==> config.mk <==
export PLATFORM = sky130hd
export DESIGN_NAME = io_tlb
export DESIGN_NICKNAME = d
export VERILOG_FILES = /design/src/rtl/is_pkg.sv /design/src/rtl/io_tlb_match.sv /design/src/rtl/io_tlb.sv
export SDC_FILE = /design/constraint.sdc
export NUM_CORES = 1
export LEC_CHECK = 0
export ABC_AREA = 0
export CAP_MARGIN = 20
export CORE_ASPECT_RATIO = 1.75
export CORE_MARGIN = 1.5
export CORE_UTILIZATION = 45
export CTS_CLUSTER_DIAMETER = 200
export CTS_CLUSTER_SIZE = 16
export DETAILED_ROUTE_END_ITERATION = 8
export HOLD_SLACK_MARGIN = 0.05
export PLACE_DENSITY = 0.67
export SLEW_MARGIN = 15
export SYNTH_ARGS = -nofsm -noshare
export SYNTH_HDL_FRONTEND = slang
export SYNTH_SLANG_ARGS = --single-unit
==> constraint.sdc <==
create_clock -name clk_i -period 2.9 [get_ports clk_i]
set_input_delay 0.29 -clock clk_i [delete_from_list [all_inputs] [get_ports clk_i]]
set_output_delay 0.29 -clock clk_i [all_outputs]
set_load 0.1 [all_outputs]
==> src/rtl/is_pkg.sv <==
// Shared types and constants for the IS tile IO translation path.
//   state_t  : io_tlb controller states
//   entry_t  : one translation entry {valid, asid, vpn, size, content}
//   PTE_*    : flag bit positions inside content[9:0]
package is_pkg;

   localparam int L15_PADDR_HI = 39;
   localparam int PADDR_W      = L15_PADDR_HI + 1;
   localparam int PTE_ADDR     = 28;
   localparam int PTE_WIDTH    = 38;
   localparam int VPN_W        = 27;
   // Entries store the ASID zero-extended to this width, so any ASID_WIDTH up to it fits.
   localparam int ASID_MAX     = 16;

   localparam int PTE_V = 0;
   localparam int PTE_R = 1;
   localparam int PTE_W = 2;
   localparam int PTE_X = 3;
   localparam int PTE_U = 4;
   localparam int PTE_G = 5;
   localparam int PTE_A = 6;
   localparam int PTE_D = 7;

   typedef enum logic [2:0] {
      ST_IDLE,
      ST_LOOKUP,
      ST_WALK,
      ST_RESP,
      ST_DRAIN
   } state_t;

   // size: bit 1 = 1G page, bit 0 = 2M page, 00 = 4K page.
   // content: {ppn[27:0], flags[9:0]}
   typedef struct packed {
      logic                 valid;
      logic [ASID_MAX-1:0]  asid;
      logic [VPN_W-1:0]     vpn;
      logic [1:0]           size;
      logic [PTE_WIDTH-1:0] content;
   } entry_t;

endpackage

==> src/rtl/io_tlb_match.sv <==
// Per-entry compare and physical address formation (combinational).
//   entry    : stored translation
//   vpn      : request VPN (va[38:12])
//   asid     : request ASID, zero-extended
//   va_low   : request va[29:0], the widest page offset
//   hit      : entry matches (valid, ASID or global, VPN at entry size)
//   store_ok : entry permits a store (W and D set)
//   paddr    : translated address assuming this entry is used
module io_tlb_match
   import is_pkg::*;
(
   input  entry_t                entry,
   input  logic [VPN_W-1:0]      vpn,
   input  logic [ASID_MAX-1:0]   asid,
   input  logic [29:0]           va_low,
   output logic                  hit,
   output logic                  store_ok,
   output logic [PADDR_W-1:0]    paddr
);

   logic [PTE_ADDR-1:0] ppn;
   logic [9:0]          flags;
   logic                asid_ok;
   logic                vpn_ok;

   assign ppn     = entry.content[PTE_WIDTH-1:10];
   assign flags   = entry.content[9:0];
   assign asid_ok = (entry.asid == asid) || flags[PTE_G];

   always_comb begin
      vpn_ok = (entry.vpn == vpn);
      paddr  = {ppn, va_low[11:0]};
      if (entry.size[1]) begin
         vpn_ok = (entry.vpn[26:18] == vpn[26:18]);
         paddr  = {ppn[27:18], va_low[29:0]};
      end else if (entry.size[0]) begin
         vpn_ok = (entry.vpn[26:9] == vpn[26:9]);
         paddr  = {ppn[27:9], va_low[20:0]};
      end
   end

   assign hit      = entry.valid && asid_ok && vpn_ok;
   assign store_ok = flags[PTE_W] && flags[PTE_D];

   logic unused_flags;
   assign unused_flags = ^{flags[9:8], flags[PTE_A], flags[PTE_U], flags[PTE_X],
                           flags[PTE_R], flags[PTE_V]};

endmodule

==> src/rtl/io_tlb.sv <==
// Fully associative IOMMU TLB between the IO device request port and io_ptw.
// Translates Sv39 virtual addresses to 40-bit physical addresses; misses are
// handed to the PTW through tlb_access/update and completed after the fill.
//   clk_i, rst_ni                 : clock, async active-low reset
//   flush_i                       : invalidate all entries, drop in-flight request
//   tlb_en_i, asid_i              : translation enable (0 = bypass), current ASID
//   req_*                         : device request handshake, vaddr, store flag
//   resp_*                        : response handshake, paddr, fault
//   tlb_access_o/tlb_hit_o/tlb_vaddr_o/is_store_o : lookup strobe to PTW
//   update_*                      : PTW fill port, update_rdy_o when a fill is accepted
//   ptw_active_i, ptw_error_i     : PTW busy, walk failed
//
// state  | meaning
// IDLE   | ready for a device request
// LOOKUP | one-cycle compare against all entries, strobes the PTW
// WALK   | miss outstanding, waiting for a fill or a PTW error
// RESP   | response held until accepted
// DRAIN  | flushed mid-walk, waiting for the PTW to go idle; fills ignored
module io_tlb
   import is_pkg::*;
#(
   parameter int TLB_ENTRIES = 8,
   parameter int ASID_WIDTH  = 1,
   parameter int VADDR       = 64
) (
   input  logic                    clk_i,
   input  logic                    rst_ni,
   input  logic                    flush_i,
   input  logic                    tlb_en_i,
   input  logic [ASID_WIDTH-1:0]   asid_i,
   input  logic                    req_valid_i,
   output logic                    req_ready_o,
   input  logic [VADDR-1:0]        req_vaddr_i,
   input  logic                    req_is_store_i,
   output logic                    resp_valid_o,
   input  logic                    resp_ready_i,
   output logic [L15_PADDR_HI:0]   resp_paddr_o,
   output logic                    resp_error_o,
   output logic                    tlb_access_o,
   output logic                    tlb_hit_o,
   output logic [VADDR-1:0]        tlb_vaddr_o,
   output logic                    is_store_o,
   output logic                    update_rdy_o,
   input  logic                    update_valid_i,
   input  logic [1:0]              update_size_i,
   input  logic [VPN_W-1:0]        update_vpn_i,
   input  logic [ASID_WIDTH-1:0]   update_asid_i,
   input  logic [PTE_WIDTH-1:0]    update_content_i,
   input  logic                    ptw_active_i,
   input  logic                    ptw_error_i
);

   localparam int IDX_W = $clog2(TLB_ENTRIES);

   state_t                 state_q, state_d;
   entry_t                 tlb_q [TLB_ENTRIES];
   logic [VADDR-1:0]       vaddr_q;
   logic                   is_store_q;
   logic [ASID_MAX-1:0]    asid_q;
   logic [PADDR_W-1:0]     paddr_q, paddr_d;
   logic                   error_q, error_d;
   logic [IDX_W-1:0]       rr_q;

   logic [TLB_ENTRIES-1:0] match;
   logic [TLB_ENTRIES-1:0] store_ok;
   logic [TLB_ENTRIES-1:0] valid_vec;
   logic [PADDR_W-1:0]     paddr_e [TLB_ENTRIES];
   logic [IDX_W-1:0]       hit_idx;
   logic [IDX_W-1:0]       victim;
   logic                   lookup_hit;
   logic                   full;
   logic                   accept;
   logic                   fill_en;

   for (genvar g = 0; g < TLB_ENTRIES; g++) begin : g_entry
      io_tlb_match u_match (
         .entry    (tlb_q[g]),
         .vpn      (vaddr_q[38:12]),
         .asid     (asid_q),
         .va_low   (vaddr_q[29:0]),
         .hit      (match[g]),
         .store_ok (store_ok[g]),
         .paddr    (paddr_e[g])
      );
      assign valid_vec[g] = tlb_q[g].valid;
   end

   // Lowest-index match wins; lowest-index free slot is the fill victim.
   always_comb begin
      hit_idx = '0;
      victim  = rr_q;
      for (int i = TLB_ENTRIES - 1; i >= 0; i--) begin
         if (match[i])         hit_idx = IDX_W'(i);
         if (!valid_vec[i])    victim  = IDX_W'(i);
      end
   end

   assign full       = &valid_vec;
   // A store to a non-writable/clean page looks like a miss so the PTW walks and faults.
   assign lookup_hit = (|match) && !(is_store_q && !store_ok[hit_idx]);
   assign fill_en    = (state_q == ST_WALK) && update_valid_i && !flush_i;

   always_comb begin
      state_d      = state_q;
      paddr_d      = paddr_q;
      error_d      = error_q;
      accept       = 1'b0;
      req_ready_o  = 1'b0;
      resp_valid_o = 1'b0;
      tlb_access_o = 1'b0;
      tlb_hit_o    = 1'b0;
      update_rdy_o = 1'b0;
      case (state_q)
         ST_IDLE: begin
            req_ready_o = 1'b1;
            if (req_valid_i) begin
               accept = 1'b1;
               if (!tlb_en_i) begin
                  state_d = ST_RESP;
                  paddr_d = req_vaddr_i[L15_PADDR_HI:0];
                  error_d = 1'b0;
               end else begin
                  state_d = ST_LOOKUP;
               end
            end
         end
         ST_LOOKUP: begin
            tlb_access_o = 1'b1;
            tlb_hit_o    = lookup_hit;
            if (lookup_hit) begin
               state_d = ST_RESP;
               paddr_d = paddr_e[hit_idx];
               error_d = 1'b0;
            end else begin
               state_d = ST_WALK;
            end
         end
         ST_WALK: begin
            update_rdy_o = 1'b1;
            if (update_valid_i) begin
               state_d = ST_LOOKUP;
            end else if (ptw_error_i) begin
               state_d = ST_RESP;
               paddr_d = '0;
               error_d = 1'b1;
            end
         end
         ST_RESP: begin
            resp_valid_o = 1'b1;
            if (resp_ready_i) state_d = ST_IDLE;
         end
         ST_DRAIN: begin
            update_rdy_o = 1'b1;
            if (!ptw_active_i) state_d = ST_IDLE;
         end
         default: state_d = ST_IDLE;
      endcase
      if (flush_i) begin
         accept = 1'b0;
         if ((state_q == ST_LOOKUP || state_q == ST_WALK) && ptw_active_i) state_d = ST_DRAIN;
         else                                                            state_d = ST_IDLE;
      end
   end

   always_ff @(posedge clk_i or negedge rst_ni) begin
      if (!rst_ni) begin
         state_q    <= ST_IDLE;
         vaddr_q    <= '0;
         is_store_q <= 1'b0;
         asid_q     <= '0;
         paddr_q    <= '0;
         error_q    <= 1'b0;
         rr_q       <= '0;
         for (int i = 0; i < TLB_ENTRIES; i++) tlb_q[i] <= '0;
      end else begin
         state_q <= state_d;
         paddr_q <= paddr_d;
         error_q <= error_d;
         if (accept) begin
            vaddr_q    <= req_vaddr_i;
            is_store_q <= req_is_store_i;
            asid_q     <= ASID_MAX'(asid_i);
         end
         if (flush_i) begin
            for (int i = 0; i < TLB_ENTRIES; i++) tlb_q[i].valid <= 1'b0;
         end else if (fill_en) begin
            tlb_q[victim] <= '{valid:   1'b1,
                               asid:    ASID_MAX'(update_asid_i),
                               vpn:     update_vpn_i,
                               size:    update_size_i,
                               content: update_content_i};
            if (full) rr_q <= rr_q + 1'b1;
         end
      end
   end

   assign resp_paddr_o = paddr_q;
   assign resp_error_o = error_q;
   assign tlb_vaddr_o  = vaddr_q;
   assign is_store_o   = is_store_q;

endmodule

==> results of run 1 <==
-- cell usage after synthesis (all sizes together) (41+ instances only) --
cell,instances
nor3,41
mux2,553
nand3,56
nor2,155
xor2,88
xnor2,140
clkbuf,95
a31oi,46
mux2i,42
buf,59
nand2,143
dfrtp,609
o21ai,64
nand4,49
-- layer usage --
| metal | track usage, % | up-vias | share of wire, % |
|---|---|---|---|
| met5 | 0 | - | 0.018 |
| met4 | 14.1 | 2 | 5.2 |
| met3 | 4.10 | 260 | 4.5 |
| met2 | 50.9 | 686 | 53 |
| met1 | 31.4 | 11505 | 38 |
| li1 | - | 9808 | - |
-- area by class of cell --
type	count	share of cell area, %
Sequential cell	609	40.5
Multi-Input combinational cell	1692	38.6
Timing Repair Buffer	575	14.7
Clock buffer	58	3.10
Tap cell	819	2.71
Inverter	20	0.198
Clock inverter	3	0.0892
Antenna cell	1	0.00661
-- metrics by stage --
step	util (%)	power [mW]
after floorplan	-	22.3
after global placement	53.5	27.4
after detailed placement	53.5	27.6
after CTS	56.8	33.9
after global routing	58.1	35.9
final	58.1	34.5
-- cells in the final DEF (no fill, tap or decap), types with 11 or more instances in the layout --
cell type and instances:
dfrtp_1 581, mux2_2 552, buf_4 347, nor2_1 139
clkdlybuf4s50_1 134, xnor2_1 123, nand2_1 121, xor2_1 83
nand3_1 52, clkbuf_16 52, nand4_1 49, o21ai_0 46
buf_12 44, a31oi_1 38, mux2i_1 38, buf_6 29
a21oi_1 26, dfrtp_4 26, nor3_1 24, o211ai_1 22
inv_1 18, and3_1 18, a32oi_1 17, xnor2_2 16
o21a_1 16, or3_1 15, nor4_1 15, nor3_2 14
nand2_2 13, a21oi_2 13, clkbuf_1 13, o21ai_1 12
a22oi_1 12, nor4_2 11, nor4_4 11
-- sequential cells by signal, indices dropped and copies added, names as in the netlist --
name / flops
asid_q: 1
rr_q: 3
resp_paddr_o: 40
is_store_o: 1
tlb_vaddr_o: 64
tlb_q: 496
resp_error_o: 1
state_q: 3
-- worst max-delay path, cell delays in order (launching register included) --
cell     delay (ns)
dfrtp_4        0.52
buf_6          0.13
xor2_2         0.18
nor4_4         0.38
buf_4          0.20
a41oi_4        0.11
or3b_2         0.52
nand4_1        0.18
nor2b_2        0.20
buf_4          0.15
a31oi_4        0.09
buf_6          0.14
o21ai_4        0.19
buf_12         0.20
-- logic make-up (layout without fill, tap and decap cells) --
group	Yosys count	count (layout)	synth area share [%]
flops	609	609	51.6
mux	595	597	22.6
simple gates	556	556	9.03
compound gates	310	310	7.41
xor+xnor	228	228	6.76
buf+inv	174	656	2.64
fa+ha+maj	1	1	0.0423
other cells	0	1	0
-- report_power, final --
group	internal, mW	total, mW	switching [mW]
sequential	10.0	11.5	1.47
combinational	5.91	17.2	11.2
clock	2.84	5.88	3.04
-- worst max path at each step --
stage	start	end	slack (ns)	depth (start not counted)
3_5_place_dp	tlb_vaddr_o[21]	resp_paddr_o[21]	-1.31	15
4_1_cts	tlb_vaddr_o[25]	tlb_hit_o	-1.24	13
6_report	tlb_vaddr_o[18]	tlb_hit_o	-1.21	13
3_3_place_gp	tlb_vaddr_o[21]	resp_paddr_o[21]	-1.31	15
5_1_grt	tlb_vaddr_o[34]	tlb_hit_o	-1.32	14
2_1_floorplan	tlb_vaddr_o[35]	tlb_hit_o	-0.58	10
-- repair_timing --
item / in CTS / in global routing
resized for setup: 109 / 119
endpoints found under the hold margin: 56 / 0
buffers inserted: 25 / 30
gates cloned: 8 / 10
hold buffers: 1 / 0
pin swaps: 81 / 88
setup endpoints to repair: 43 / 43
==> impl_metrics.csv, run 1 <==
group,metric,value,unit
sta,clock_skew,0.0207,ns
setup_path,r2r-start,"tlb_vaddr_o[18]",
finish,multi_input_area,14600,µm²
placement,dp_hpwl,64800,µm
sta,finalCriticalPeriod,4.11,ns
sta,fmax,243,MHz
drt,dr.pass1.iters,5,
floorplan,core,65200,µm²
synthesis,syn_inst,2473,
finish,area_growth,28.1,%
outcome,violations,"setup timing",
drt,wl_per_cell,25.1,µm
sta,fin_crit_sh,142,%
synthesis,syn-cell-area,29600,µm²
clock_tree,clock-sinks,609,
floorplan,die_w,197,µm
finish,register_area,15300,µm²
setup_path,arrival,3.82,ns
clock_tree,clockRootBuffer,"clkbuf_16",
clock_tree,cts_tree,"done",
clock_tree,h-tree-depth,2,
global_route,grt_pass1_vias,23732,
synthesis,post_synth.cell_area_avg,12.0,µm²
placement,io_buffer_count,246,
synthesis,syn-num-nets,2617,
placement,dp_cells,3652,
sta,timing.final.setup_violations,43,
drt,viasPerCell,5.89,
global_route,antenna_found_initial,1,
power_and_ir_drop,max-vdd-ir-drop,1.00,mV
global_route,grt_use_total,27.9,%
synthesis,yosysWarnings,0,
setup_path,required,2.61,ns
drt,finalWirelength,95000,µm
finish,fillers,5360,
sta,hold_viol_final,0,
clock_tree,cts.path.max_buffers,3,
power_and_ir_drop,p_per_area,913,nW/µm²
placement,pre_cts_ws,-1.31,ns
sta,worst_pin_slew,0.929,ns
setup_path,crit_path_end_kind,"output pin",
global_route,grt_overflow,0,
sta,fin_setup_tns,-38.71,ns
synthesis,synthDominantCellAreaShare,51.6,%
sta,setup_ws,-1.21,ns
synthesis,synth.largest_area_cell,"dfrtp_1",
finish,fin_nets,3086,
global_route,grt_pass1_wl,142000,µm
floorplan,die_y,342,µm
clock_tree,clk_latency,0.62,ns
setup_path,critPathLaunchType,"flop",
setup_path,rrSetupSlack,-1.09,ns
outcome,outcome,"finished with violations",
floorplan,row_count,124,
sta,slew_violations,0,
drt,vias,22261,
finish,final_area,37900,µm²
synthesis,synth_ff_type,"dfrtp_1",
sta,fin_hold_ws,0.203,ns
setup_path,path_max_fanout,4,
hold_path,hp-class,"in2async",
setup_path,timing.rr.end,"resp_paddr_o[23]",
drt,drtAntennaViolNets,0,
placement,place_area,34800,µm²
setup_path,crit_type,"reg2out",
finish,layoutNonFillerInstCount,3777,
power_and_ir_drop,p_leak,17.5,nW
global_route,grt_max_degree,109,
sta,rsz0062_at_grt,"yes",
synthesis,ys_seq_area_share,51.6,%
synthesis,synthArstFlopShare,100,%
drt,drc,0,
synthesis,synth_edf_count,0,
setup_path,reg2reg_depth,17,
placement,place.gp.congestion,0.929,
sta,max-slew-margin-rel,37.9,%
synthesis,synth_cell_types,72,
clock_tree,clk_pin_slew_worst_paths,0.07,ns
floorplan,ios,254,
floorplan,die_area,67300,µm²
finish,drive_above_1_share,42.2,%
flow_run,maxCapViolCount,0,
clock_tree,cts-buffers-inserted,44,
floorplan,initial_core_util,45.4,%
drt,drtIter0Drc,1441,
synthesis,synth_top_cells_by_area,"dfrtp_1 (52%), mux2_2 (21%), xnor2_1 (4.1%), xor2_1 (2.6%), nor2_1 (2.0%)",
synthesis,synth_seq_cells,609,
(Power assumes the default switching activity.)
==> run 2: changes to the inputs <==
--- a/config.mk
+++ b/config.mk
@@ -14,7 +14,6 @@
 export CTS_CLUSTER_SIZE = 16
 export DETAILED_ROUTE_END_ITERATION = 8
 export HOLD_SLACK_MARGIN = 0.05
-export PLACE_DENSITY = 0.67
 export SLEW_MARGIN = 15
 export SYNTH_ARGS = -nofsm -noshare
 export SYNTH_HDL_FRONTEND = slang
==> constraint.sdc (replaced) <==
create_clock -name clk_i -period 4.9 [get_ports clk_i]
set_input_delay 0.49 -clock clk_i [delete_from_list [all_inputs] [get_ports clk_i]]
set_output_delay 0.49 -clock clk_i [all_outputs]
set_load 0.1 [all_outputs]
==> run 2 against run 1 <==
The flow now finishes without violations; power decreased by 45%; sequential share of layout area increased by 3.4 points; combinational power decreased by 49%; cell count decreased by 6.0%; first-iteration DRC count decreased by 11%; clock skew decreased by 0.0039 ns; die area unchanged; critical path depth decreased by 3.
==> impl_metrics.csv, run 2 (same netlist as run 1, synthesis figures left out) <==
group,metric,value,unit
floorplan,die_area,67300,µm²
power_and_ir_drop,max-vdd-ir-drop,0.708,mV
placement,io_buffer_count,246,
sta,worst_pin_slew,1.19,ns
sta,rsz0062_at_grt,"no",
sta,fmax,209,MHz
finish,largest_register_ffs,496,
power_and_ir_drop,p_leak,15.9,nW
global_route,grt_pass1_vias,22494,
finish,regMostFlops,"tlb_q",
clock_tree,clockRootBuffer,"clkbuf_16",
finish,fin_nets,2873,
drt,viasPerCell,5.99,
drt,drc,0,
floorplan,row_count,124,
sta,fin_hold_ws,0.366,ns
global_route,grt_overflow,0,
setup_path,required,4.41,ns
sta,finalCriticalPeriod,4.78,ns
clock_tree,cts-buffers-inserted,44,
placement,dp_hpwl,63500,µm
floorplan,die_y,342,µm
floorplan,die_w,197,µm
clock_tree,clock-sinks,609,
setup_path,r2r-start,"tlb_vaddr_o[12]",
drt,dr.pass1.iters,6,
floorplan,ios,254,
power_and_ir_drop,p_per_area,551,nW/µm²
setup_path,crit_path_end_kind,"output pin",
setup_path,reg2reg_depth,16,
setup_path,slowest_delay,0.60,ns
clock_tree,clk_latency,0.60,ns
clock_tree,cts.path.max_buffers,3,
setup_path,crit_path_top_delay_cell,"or4_4",
hold_path,hp-class,"in2async",
setup_path,crit_end,"tlb_hit_o",
setup_path,critPathLaunchType,"flop",
sta,fin_setup_tns,0,ns
drt,wl_met1,35400,µm
floorplan,core,65200,µm²
global_route,grt_pass1_wl,139000,µm
floorplan,initial_core_util,45.4,%
global_route,grt_use_total,27.5,%
sta,max-slew-margin-rel,20.5,%
setup_path,crit_type,"reg2out",
drt,wl_per_cell,25.8,µm
drt,drtIter0Drc,1279,
placement,place.gp.congestion,0.911,
drt,met3_length,5100,µm
setup_path,path_cells,"xor2_1, nor4_1, a31oi_1, or4_4, a211oi_4, nor2_4, mux2_1, a31oi_2, o21ai_2, buf_12",
sta,slew_violations,0,
drt,drtAntennaViolNets,0,
outcome,outcome,"finished, final reports clean",
finish,final_common_cell,"dfrtp_1",
setup_path,rrSetupSlack,0.48,ns
drt,route.met2.wl,46700,µm
sta,fin_crit_sh,97.5,%
sta,timing.final.setup_violations,0,
clock_tree,cts_tree,"done",
global_route,grt_max_degree,147,
drt,vias,21272,
finish,drive_above_1_share,28.1,%
finish,n_antenna_cell,0,
setup_path,arrival,4.29,ns
finish,fillers,5747,
drt,finalWirelength,91500,µm
setup_path,path_max_fanout,7,
flow_run,maxCapViolCount,0,
clock_tree,h-tree-depth,2,
drt,top_layer,"met5",
setup_path,critPathLaunch,"tlb_vaddr_o[27]",
finish,layout_common_cells,"dfrtp_1 (607), mux2_2 (552), clkdlybuf4s50_1 (244), nor2_1 (154), xnor2_1 (140)",
global_route,antenna_found_initial,3,
sta,hold_viol_final,0,
setup_path,timing.rr.end,"resp_paddr_o[22]",
clock_tree,clk_pin_slew_worst_paths,0.08,ns
sta,clock_skew,0.0168,ns
finish,area_growth,17.5,%
run 2: changes by cell type in the layout (fill, tap and decap cells not counted), sizes merged:
cell / previous run / this run
buf: 432 / 119
clkbuf: 66 / 46
clkdlybuf4s50: 134 / 244
diode: 1 / 0
inv: 21 / 19
mux2: 554 / 553
mux2i: 43 / 42
run 2: where the power goes:
group	switching (mW)	internal (mW)	leakage (nW)
logic	6.01	2.83	7.19
registers	1.06	5.85	8.12
clock network	1.74	1.63	0.563
total	8.81	10.3	15.9
run 2: what timing repair did:
action / 4_1_cts / 5_1_grt
gates resized for setup: 1 / 2
setup endpoints to repair: 1 / 1
hold buffers: 1 / 0
buffers inserted: 0 / 0
endpoints found under the hold margin: 31 / 0
run 2: how the worst min path moves through the flow:
stage	to	slack (ns)	cells past startpoint
2_1_floorplan	asid_q[0]	0.19	0
3_3_place_gp	tlb_q[208]	0.39	1
3_5_place_dp	tlb_q[208]	0.39	1
4_1_cts	tlb_q[208]	0.35	2
5_1_grt	tlb_q[208]	0.38	2
6_report	tlb_q[208]	0.37	2
run 2: through the flow:
stage,instances,setup WS [ns],utilization (%),area [µm²],power (mW)
4_1_cts,3548,0.0350,53.2,34700,19.3
3_5_place_dp,3500,0.584,51.5,33500,15.8
6_report,3549,0.123,53.3,34700,19.1
5_1_grt,3549,0.0433,53.3,34700,20.0
2_1_floorplan,2473,0.488,-,29600,13.0
3_3_place_gp,3500,0.561,51.5,33500,15.7
run 2: cell type report:
class                      count  area [µm²]  share of cell area, %
clock inverter                 1        16.3                 0.0468
sequential                   609       15200                   43.9
clock buffer                  46        1130                   3.25
inverter                      20        75.1                  0.216
tap                          819        1020                   2.95
multi-input combinational   1690       13600                   39.3
timing repair buffer         364        3600                   10.4
run 2: metal layers:
metal	vias up	global-route usage [%]
met4	4	12.3
li1	9364	-
met5	-	0
met2	730	49.2
met1	10979	32.0
met3	195	4.56
run 2: worst max-delay path: cells and delay by family (launching register included):
| family | cells | cell delay (ns) |
|---|---|---|
| flops | 1 | 0.53 |
| compound gates | 4 | 1.13 |
| mux | 1 | 0.34 |
| xor+xnor | 1 | 0.23 |
| buf+inv | 1 | 0.20 |
| simple gates | 3 | 1.23 |
